==> config.mk <==
export PLATFORM = sky130hd
export DESIGN_NAME = pipe_stage_buf
export DESIGN_NICKNAME = d
export VERILOG_FILES = /design/src/rtl/pipe_stage_buf.sv
export SDC_FILE = /design/constraint.sdc
export NUM_CORES = 1
export LEC_CHECK = 0
export ABC_AREA = 1
export CAP_MARGIN = 10
export CORE_AREA = 5 5 96 98
export CTS_CLUSTER_SIZE = 14
export DETAILED_ROUTE_END_ITERATION = 6
export DIE_AREA = 0 0 101 103
export HOLD_SLACK_MARGIN = 0.02
export PLACE_DENSITY_LB_ADDON = 0.25
export SYNTH_ARGS = -nofsm -noshare
export SYNTH_HDL_FRONTEND = slang
export SYNTH_SLANG_ARGS = --single-unit
==> constraint.sdc <==
create_clock -name clk -period 1.8 [get_ports clk]
set_input_delay 0.45 -clock clk [delete_from_list [all_inputs] [get_ports clk]]
set_output_delay 0.45 -clock clk [all_outputs]
set_load 0.01 [all_outputs]
==> src/rtl/pipe_stage_buf.sv <==
// Valid/ready pipeline stage register with synchronous flush and an optional
// second (skid) entry so in_ready can come straight from a flop.
module pipe_stage_buf #(
  parameter int               WIDTH      = 32,
  parameter bit               SKID       = 1'b1,
  parameter logic [WIDTH-1:0] RESET_DATA = '0
) (
  input  logic             clk,
  input  logic             rst,
  input  logic             flush,
  input  logic             in_valid,
  output logic             in_ready,
  input  logic [WIDTH-1:0] in_data,
  output logic             out_valid,
  input  logic             out_ready,
  output logic [WIDTH-1:0] out_data,
  output logic [1:0]       occupancy
);

  typedef enum logic [1:0] {
    EMPTY = 2'd0,
    MAIN  = 2'd1,
    FULL  = 2'd2
  } state_e;

  state_e           state_q, state_d;
  logic [WIDTH-1:0] main_q, main_d;
  logic [WIDTH-1:0] skid_q, skid_d;
  logic             accept;
  logic             drain;

  assign out_valid = (state_q != EMPTY);
  assign out_data  = main_q;
  assign occupancy = state_q;

  // With the skid entry present, in_ready depends only on the state flops.
  assign in_ready = SKID ? (state_q != FULL) : (~out_valid | out_ready);
  assign accept   = in_valid & in_ready;
  assign drain    = out_valid & out_ready;

  always_ff @(posedge clk) begin
    if (rst) begin
      state_q <= EMPTY;
      main_q  <= RESET_DATA;
      skid_q  <= '0;
    end else begin
      state_q <= state_d;
      main_q  <= main_d;
      skid_q  <= skid_d;
    end
  end

  always_comb begin
    state_d = state_q;
    main_d  = main_q;
    skid_d  = skid_q;
    if (flush) begin
      state_d = EMPTY;
    end else begin
      case (state_q)
        EMPTY: begin
          if (accept) begin
            main_d  = in_data;
            state_d = MAIN;
          end
        end
        MAIN: begin
          // Without SKID, in_ready blocks the accept-without-drain case.
          if (accept && drain) begin
            main_d = in_data;
          end else if (accept) begin
            skid_d  = in_data;
            state_d = FULL;
          end else if (drain) begin
            state_d = EMPTY;
          end
        end
        FULL: begin
          if (drain) begin
            main_d  = skid_q;
            state_d = MAIN;
          end
        end
        default: state_d = EMPTY;
      endcase
    end
  end

  occupancyBound: assert property (@(posedge clk) disable iff (rst)
    occupancy <= (SKID ? 2'd2 : 2'd1));

  holdStable: assert property (@(posedge clk) disable iff (rst)
    (out_valid && !out_ready && !flush) |=> (out_valid && $stable(out_data)));

endmodule
==> flow_summary.json, run 1 <==
{
  "synthAdderAreaFrac_pct": 0,
  "max_freq_ghz": 0.590,
  "drc": 0,
  "finalHoldViolations": 0,
  "crit_cells": 1,
  "outcome": "complete, no violations",
  "clk_latency_ns": 0.33,
  "path_class": "reg2out",
  "critPathLaunch": "out_data[22]",
  "fin_crit_sh_pct": 94.2,
  "drive_gt1_share_pct": 9.43,
  "synth_compound_area_share_pct": 10.7,
  "r2r-start": "occupancy[1]",
  "crit_end": "out_data[22]",
  "finalWirelength_um": 8710,
  "design.core.area_um2": 8380,
  "grtUsageTotal_pct": 17.1,
  "tightest_slew_ns": 0.387,
  "internal_power_uw": 2350,
  "crit_family": "buffers and inverters",
  "antenna_found_initial": 0,
  "p_comb_share_pct": 18.4,
  "async_reset_ff_share_pct": 0,
  "cts_buffers": 9,
  "grt_overflow": 0,
  "die-area_um2": 10400,
  "critPathBufInv": 1,
  "r2r_end": "skid_q[29]",
  "cts_max_level": 3,
  "worstPathMaxFanout": 2,
  "cts.sinks": 66,
  "hold_ws_ns": 0.461,
  "fin_nets": 596,
  "dp_hpwl_um": 5760,
  "hold_depth": 2,
  "dieWidth_um": 101,
  "seq_power_share_pct": 48.7,
  "rsz0062_at_grt": "no",
  "wl_per_cell_um": 13.0,
  "critPathArrivalTime_ns": 1.25,
  "synth_top_family_by_area": "simple AND/OR/NAND/NOR gates",
  "cp_slowest_cell": "clkdlybuf4s50_1",
  "slowest_delay_ns": 0.55,
  "power_density_nw_per_um2": 751,
  "drt-pass1-iter-count": 5,
  "vias": 3297,
  "p_clk_share_pct": 32.8,
  "reg2regPathDepth": 8,
  "skew_ns": 0.00881,
  "start_util_pct": 38.3,
  "synthMuxAreaShare_pct": 0,
  "post_synth_inst_count": 488,
  "yosys_register_bits": 66,
  "p_leak_uw": 0.00189,
  "swShare_pct": 27.1,
  "final_antenna_net_count": 0,
  "grt_max_degree": 41,
  "dp.cells": 656,
  "cts_tree": "yes",
  "hp-class": "reg2reg",
  "synth.distinct_cells": 19,
  "synth_area_um2": 3210,
  "finalCriticalPeriod_ns": 1.70,
  "power.net_switching_uw": 875,
  "n_antenna_cell": 0,
  "placementRows": 34,
  "synthXorXnorAreaFrac_pct": 0,
  "grt_pass1_vias": 3030,
  "die_h_um": 103,
  "gp_congestion": 0.754,
  "cp-end-kind": "primary output",
  "synth_simple_gate_area_share_pct": 37.8,
  "drtIter0Drc": 177,
  "yosys_most_used_dff": "dfxtp_1",
  "cp-start-kind": "register",
  "synth_edf_count": 0,
  "slew_headroom_pct": 74.2,
  "finalMaxSlewViolations": 0,
  "avgSynthCellArea_um2": 6.58,
  "syn_nets": 525,
  "port_buffers": 72,
  "final-setup-viol-count": 0,
  "critPathRequiredTime_ns": 1.35,
  "area_growth_pct": 33.9,
  "crit_chain": "clkdlybuf4s50_1",
  "cts-root-buf": "clkbuf_8",
  "r2r_slack_ns": 0.33,
  "cts_buffer_depth": 2,
  "final_core_util_pct": 51.3,
  "ys_warn_count": 0,
  "grt_pass1_wl_um": 14300,
  "ir_drop_v": 0.000328,
  "clk_pin_slew_ns": 0.07,
  "fillers": 847,
  "ys_seq_area_share_pct": 41.2,
  "maxCapViolCount": 0,
  "post_cts_buffers": 0,
  "pin_count": 73,
  "routed_via_density": 4.92,
  "fin_cells": 670
}
==> cell families (layout without fill, tap and decap cells) <==
logic type	after synthesis	count (layout)
AO/OA/AOI/OAI	67	67
buffers and inverters	77	151
flip-flops	66	66
AND/OR/NAND/NOR	278	278
==> what timing repair did <==
item | 4_1_cts | 5_1_grt
hold buffers | 0 | 0
resized for setup | 5 | 0
setup endpoints to repair | 2 | 0
==> area by class of cell <==
| type | count | area [µm²] | share of cell area [%] |
|---|---|---|---|
| clock buffer | 11 | 141 | 3.29 |
| sequential | 66 | 1320 | 30.8 |
| multi-input combinational | 345 | 1560 | 36.3 |
| tap | 108 | 135 | 3.14 |
| inverter | 39 | 146 | 3.41 |
| timing repair buffer | 98 | 976 | 22.7 |
| clock inverter | 3 | 17.5 | 0.407 |
==> through the flow <==
stage	instance area, µm²	TNS [ns]	worst slack (ns)	power [µW]
floorplan	3210	0	0.442	1900
global placement	4140	-2.89	-0.0775	2200
detailed placement	4140	-2.69	-0.0674	2200
CTS	4300	0	0.0781	3270
global route	4300	0	0.0450	3380
finish	4300	0	0.105	3230
==> cell usage after synthesis (2+ instances only) <==
master / count / share of area (%)
buf_4: 3 / 0.70
buf_1: 3 / 0.35
nand2_2: 3 / 0.58
nand2_4: 2 / 0.70
a21oi_1: 64 / 10
nor2_1: 35 / 4.1
inv_1: 38 / 4.4
nand3_1: 96 / 15
nor2_4: 3 / 1.1
nand2_1: 137 / 16
clkbuf_1: 6 / 0.70
buf_2: 26 / 4.1
dfxtp_1: 66 / 41
==> power by group through the flow <==
| stage | clock, µW | sequential [µW] | combinational (µW) |
|---|---|---|---|
| finish | 1060 | 1570 | 596 |
| global route | 1140 | 1580 | 661 |
| CTS | 1090 | 1570 | 601 |
| detailed placement | 0 | 1610 | 600 |
| global placement | 0 | 1600 | 596 |
| floorplan | 0 | 1630 | 270 |
==> worst min-delay path by stage <==
stage / from / end
final: skid_q[6] / skid_q[6]
after CTS: skid_q[12] / skid_q[12]
after global placement: skid_q[12] / skid_q[12]
after global routing: skid_q[30] / skid_q[30]
after detailed placement: skid_q[4] / skid_q[4]
after floorplan: skid_q[0] / skid_q[0]
==> layer usage <==
metal  part of all wire (%)  wire length (µm)  vias up  global-route usage [%]
li1                       -                 -     1711                       -
met4                    1.3               116        0                    5.93
met2                     45              3960      120                    27.6
met5                      0                 0        -                       0
met1                     46              3980     1456                    23.3
met3                    7.5               657       10                    2.91
==> worst min-delay path, stage by stage, from the launching register on <==
cell and delay (ns):
dfxtp_1 0.31, nand2_1 0.06, a21oi_1 0.05
==> cells in the final DEF (no fill, tap or decap), drive strengths merged <==
cell type	instances
dfxtp	66
a21boi	1
buf	26
nor2	39
inv	39
nor3	1
a211oi	1
o21ai	1
clkinv	2
nand2	142
a21oi	64
clkbuf	11
clkdlybuf4s50	70
clkinvlp	1
nand3	96
dlygate4sd2	2
==> state kept, by name, summed over array words and instances (netlist names) <==
register and count:
skid_q 32, occupancy 2, out_data 32
No activity file was read; power rests on OpenSTA's default activity.
==> inputs of run 2 (changes only) <==
--- a/config.mk
+++ b/config.mk
@@ -12,7 +12,7 @@
 export DETAILED_ROUTE_END_ITERATION = 6
 export DIE_AREA = 0 0 101 103
 export HOLD_SLACK_MARGIN = 0.02
-export PLACE_DENSITY_LB_ADDON = 0.25
+export PLACE_DENSITY_LB_ADDON = 0.3
 export SYNTH_ARGS = -nofsm -noshare
 export SYNTH_HDL_FRONTEND = slang
 export SYNTH_SLANG_ARGS = --single-unit
==> run 2 against run 1 <==
Compared with the run above: fmax fell by 2.3%; non-clock buffer count shrank 5; critical endpoint is now out_data[1]; core utilization grew 0.94 points; first-iteration DRC count grew 0.56%; routed wire length is 0.60% lower; flip-flop and latch count is the same; worst hold slack barely moved; sequential power barely moved; highest routed layer unchanged; worst setup slack got worse by 0.040 ns; via count fell by 0.82%.
==> flow_summary.json, run 2 (same netlist as run 1, synthesis figures left out) <==
{
  "reg2regPathDepth": 10,
  "dp.cells": 651,
  "antenna_found_initial": 0,
  "clk_pin_slew_ns": 0.07,
  "dp_hpwl_um": 5670,
  "tightest_slew_ns": 0.390,
  "critPathArrivalTime_ns": 1.29,
  "pin_count": 73,
  "design.core.area_um2": 8380,
  "cts-root-buf": "clkbuf_8",
  "crit_cells": 1,
  "layout_setup_ws_ns": 0.0644,
  "ir_drop_v": 0.000349,
  "hp-class": "reg2reg",
  "wl_per_cell_um": 13.0,
  "fin_cells": 667,
  "outcome": "complete, no violations",
  "skew_ns": 0.00586,
  "path_class": "reg2out",
  "rsz0062_at_grt": "no",
  "cts_tree": "yes",
  "crit_chain": "clkdlybuf4s50_1",
  "seqCellArea_um2": 1320,
  "fin_crit_sh_pct": 96.4,
  "final_antenna_net_count": 0,
  "drt-pass1-iter-count": 7,
  "slew_headroom_pct": 74.0,
  "r2r_slack_ns": 0.35,
  "finalHoldViolations": 0,
  "vias": 3270,
  "grt_pass1_vias": 3031,
  "finalMaxSlewViolations": 0,
  "r2r-start": "occupancy[1]",
  "min_to": "skid_q[11]",
  "n_antenna_cell": 0,
  "r2r_end": "occupancy[0]",
  "critPathRequiredTime_ns": 1.35,
  "die_h_um": 103,
  "final-setup-viol-count": 0,
  "worstPathMaxFanout": 2,
  "critPathBufInv": 1,
  "gp_congestion": 0.771,
  "grt_pass1_wl_um": 14200,
  "drtIter0Drc": 178,
  "slowest_delay_ns": 0.56,
  "p_leak_uw": 0.00191,
  "final_cell_mix": "nand2_1 (137), nand3_1 (96), clkdlybuf4s50_1 (70)",
  "hp-start": "skid_q[11]",
  "grt_max_degree": 37,
  "hold_depth": 2,
  "post_cts_buffers": 0,
  "cts.sinks": 66,
  "finalWirelength_um": 8660,
  "cts_buffers": 9,
  "max_freq_ghz": 0.576,
  "finalCriticalPeriod_ns": 1.74,
  "dieWidth_um": 101,
  "hold_ws_ns": 0.460,
  "drc": 0,
  "dpl_worst_slack_ns": -0.124,
  "cp_slowest_cell": "clkdlybuf4s50_1",
  "maxCapViolCount": 0,
  "drive_gt1_share_pct": 8.94,
  "cts_buffer_depth": 2,
  "power_density_nw_per_um2": 854,
  "fin_nets": 591,
  "grtUsageTotal_pct": 17.0,
  "die-area_um2": 10400,
  "placementRows": 34,
  "clk_latency_ns": 0.35,
  "fillers": 812,
  "cp-start-kind": "register",
  "cts_max_level": 3,
  "cp-end-kind": "primary output",
  "layout_commonest_cell": "nand2_1",
  "port_buffers": 72,
  "grt_overflow": 0,
  "multi_input_area_um2": 1560,
  "area_growth_pct": 36.4,
  "crit_family": "buffers and inverters",
  "routed_via_density": 4.90,
  "start_util_pct": 38.3
}
[run 2: cell count changes in the layout (fill, tap and decap cells not counted), sizes merged]
cell / before / now
clkinv: 2 / 1
bufinv: 0 / 3
clkbuf: 11 / 10
buf: 26 / 21
clkinvlp: 1 / 2
[run 2: area by class of cell]
cell class | instances | area share, %
Clock inverter | 6 | 2.60
Tap cell | 108 | 3.09
Sequential cell | 66 | 30.2
Inverter | 39 | 3.34
Clock buffer | 10 | 3.14
Timing Repair Buffer | 93 | 22.0
Multi-Input combinational cell | 345 | 35.6
[run 2: routing by layer]
metal	GRT usage (%)	vias to the layer above	routed length (µm)
met2	26.4	103	4000
met1	22.8	1454	3960
met5	0	-	0
met4	7.98	0	162
met3	3.18	13	542
li1	-	1700	-
[run 2: worst max path at each step]
stage                       startpoint            to  slack [ns]
final                      out_data[1]   out_data[1]        0.06
after global routing       out_data[2]   out_data[2]        0.02
after CTS                  out_data[1]   out_data[1]        0.05
after detailed placement     out_ready  out_data[22]       -0.12
after global placement        in_valid  out_data[24]       -0.09
after floorplan           occupancy[1]      in_ready        0.44
[run 2: what timing repair did]
action                     4_1_cts  5_1_grt
gates resized for setup          4        0
setup endpoints to repair        2        0
hold buffers                     0        0
[run 2: where the power goes]
group | internal [µW] | switching (µW) | total [µW] | leakage, µW
Combinational | 305 | 293 | 598 | 0.00125
Clock | 960 | 609 | 1570 | 0.000119
Sequential | 1530 | 40.5 | 1570 | 0.000539
[run 2: worst min-delay path, cell delays in order, from the launching register on]
cell and delay (ns):
dfxtp_1 0.31, nand2_1 0.06, a21oi_1 0.05
[run 2: stage by stage]
stage | cell area (µm²) | TNS [ns] | total power, µW | utilization (%)
after floorplan | 3210 | 0 | 1900 | -
after global placement | 4130 | -3.05 | 2200 | 49.2
after detailed placement | 4130 | -5.41 | 2200 | 49.2
after CTS | 4380 | 0 | 3760 | 52.2
after global routing | 4380 | 0 | 3900 | 52.2
final | 4380 | 0 | 3740 | 52.2
==> inputs of run 3 (changes only) <==
--- a/config.mk
+++ b/config.mk
@@ -5,12 +5,11 @@
 export SDC_FILE = /design/constraint.sdc
 export NUM_CORES = 1
 export LEC_CHECK = 0
-export ABC_AREA = 1
 export CAP_MARGIN = 10
-export CORE_AREA = 5 5 96 98
+export CORE_AREA = 5 5 91 93
 export CTS_CLUSTER_SIZE = 14
 export DETAILED_ROUTE_END_ITERATION = 6
-export DIE_AREA = 0 0 101 103
+export DIE_AREA = 0 0 96 98
 export HOLD_SLACK_MARGIN = 0.02
 export PLACE_DENSITY_LB_ADDON = 0.3
 export SYNTH_ARGS = -nofsm -noshare
==> run 3 against run 2 <==
Compared with the run above: worst setup slack improved by 0.0081 ns; clock-buffer cell count unchanged; combinational power decreased by 35%; worst hold slack got worse by 0.0074 ns; area after synthesis decreased by 12%; critical path type unchanged; critical endpoint is now occupancy[1].
==> flow_summary.json, run 3 <==
{
  "finalHoldViolations": 0,
  "seqCellArea_um2": 1320,
  "synth_edf_count": 0,
  "clk_pin_slew_ns": 0.08,
  "cp-end-kind": "primary output",
  "synth.distinct_cells": 21,
  "slowest_delay_ns": 0.55,
  "grtUsageMet1_pct": 18.1,
  "hold_ws_ns": 0.453,
  "path_class": "reg2out",
  "fin_nets": 444,
  "routed_via_density": 4.91,
  "hp-class": "reg2reg",
  "antenna_found_initial": 0,
  "r2r_slack_ns": 0.20,
  "final-setup-viol-count": 0,
  "fin_crit_sh_pct": 96.0,
  "critPathArrivalTime_ns": 1.28,
  "rsz0062_at_grt": "no",
  "grtUsageTotal_pct": 14.8,
  "crit_chain": "clkdlybuf4s50_1",
  "finalWirelength_um": 6910,
  "power_density_nw_per_um2": 811,
  "placementRows": 32,
  "cts-root-buf": "clkbuf_8",
  "yosys_most_used_dff": "dfxtp_1",
  "slew_headroom_pct": 61.5,
  "final_antenna_net_count": 0,
  "post_cts_buffers": 0,
  "drtIter0Drc": 117,
  "grt_util_met3_pct": 3.54,
  "pin_count": 73,
  "r2r_end": "out_data[14]",
  "reg2regPathDepth": 5,
  "vias": 2526,
  "cts_buffers": 9,
  "ys_warn_count": 0,
  "cp-start-kind": "register",
  "multi_input_area_um2": 1370,
  "finalCriticalPeriod_ns": 1.73,
  "grt_max_degree": 40,
  "synth_top_cell_by_area": "dfxtp_1",
  "p_leak_uw": 0.00154,
  "layout_setup_ws_ns": 0.0725,
  "hold_buffers": 0,
  "worstPathMaxFanout": 8,
  "dpl_worst_slack_ns": -0.304,
  "cts_buffer_depth": 2,
  "final_cell_mix": "clkdlybuf4s50_1 (68), nand2_1 (66), a21oi_1 (65)",
  "finalInstanceArea_um2": 3910,
  "cts.sinks": 66,
  "die_h_um": 98,
  "tightest_slew_ns": 0.577,
  "fillers": 734,
  "critPathLaunch": "occupancy[1]",
  "layout_commonest_cell": "clkdlybuf4s50_1",
  "die-area_um2": 9410,
  "port_buffers": 72,
  "synth_area_leaders": "dfxtp_1 (47%), a21oi_1 (12%), mux2i_1 (11%)",
  "grt_pass1_vias": 2342,
  "grt_pass1_wl_um": 10900,
  "drive_gt1_share_pct": 10.4,
  "max_freq_ghz": 0.579,
  "clk_latency_ns": 0.33,
  "cts_max_level": 3,
  "top_usage_layer": "met2",
  "design.core.area_um2": 7450,
  "gp_congestion": 0.705,
  "post_synth_inst_count": 337,
  "synth_area_um2": 2830,
  "outcome": "complete, no violations",
  "finalMaxSlewViolations": 0,
  "final_core_util_pct": 52.5,
  "area_growth_pct": 38.4,
  "dp_hpwl_um": 4630,
  "drc": 0,
  "wl_per_cell_um": 13.4,
  "start_util_pct": 37.9,
  "maxCapViolCount": 0,
  "critPathRequiredTime_ns": 1.35,
  "cp_slowest_cell": "clkdlybuf4s50_1",
  "n_antenna_cell": 0,
  "ir_drop_v": 0.000412,
  "synth_common_cells": "dfxtp_1 (66), nand2_1 (66), a21oi_1 (65)",
  "dieWidth_um": 96,
  "drt-pass1-iter-count": 4,
  "r2r-start": "occupancy[0]",
  "placed_cell_area_um2": 3700,
  "syn_nets": 374,
  "skew_ns": 0.00786,
  "cts_tree": "yes",
  "async_reset_ff_share_pct": 0,
  "yosysTopAreaCellShare_pct": 46.8,
  "avgSynthCellArea_um2": 8.38,
  "grt_overflow": 0,
  "crit_family": "buffers and inverters",
  "yosys_register_bits": 66,
  "crit_end": "occupancy[1]",
  "grt.met2_usage_pct": 24.5,
  "crit_cells": 1,
  "ys_seq_area_share_pct": 46.8,
  "critPathBufInv": 1
}
run 3: cell count changes after synthesis, moves of 18 or more:
cell      delta
nand3_1     -96
nand2_1     -71
inv_1       -38
nor2_1      -35
or3_1       +33
mux2i_1     +32
o21ai_0     +25
buf_2       -23
clkbuf_1    +18
run 3: metal layers:
layer  routed length [µm]  vias to the layer above
met1                 3080                     1159
met3                  298                        4
met4                   66                        0
li1                     -                     1303
met2                 3460                       60
met5                    0                        -
run 3: logic make-up after synthesis:
logic type             share of synthesized area, %
buffers and inverters                          5.18
muxes                                          11.3
AOI/OAI and AO/OA                              18.6
DFF                                            46.8
and+or+nand+nor                                18.1
run 3: worst min path at each step:
stage                from         end  slack, ns  depth (start not counted)
3_3_place_gp   skid_q[23]  skid_q[23]       0.44                          2
6_report       skid_q[24]  skid_q[24]       0.45                          2
2_1_floorplan   skid_q[0]   skid_q[0]       0.44                          2
5_1_grt         skid_q[7]   skid_q[7]       0.47                          2
3_5_place_dp   skid_q[23]  skid_q[23]       0.45                          2
4_1_cts        skid_q[23]  skid_q[23]       0.46                          2
run 3: tightest hold or removal path, cell delays in order, from the launching register on:
cell     delay [ns]
dfxtp_1        0.31
nand2_1        0.05
a21oi_1        0.05
run 3: per-stage QoR:
stage,power [µW],setup TNS [ns],cells
final,3170,0,514
after detailed placement,1950,-16.33,498
after CTS,3220,0,514
after global routing,3320,0,514
after global placement,1940,-13.82,498
after floorplan,1720,0,337
run 3: timing repair:
action	CTS	global route
setup endpoints to repair	3	10
resized for setup	4	2
hold endpoints to repair	0	0
run 3: layout make-up:
type / instances / share of cell area (%)
clock buffers: 10 / 3.52
clock inverters: 6 / 1.70
multi-input cells: 240 / 35.0
flip-flops and latches: 66 / 33.9
well taps: 102 / 3.27
repair buffers: 90 / 22.6
run 3: where the power goes:
part	internal [µW]	total, µW	switching, µW
sequential	1500	1520	22.3
combinational	212	386	174
clock	677	1260	585
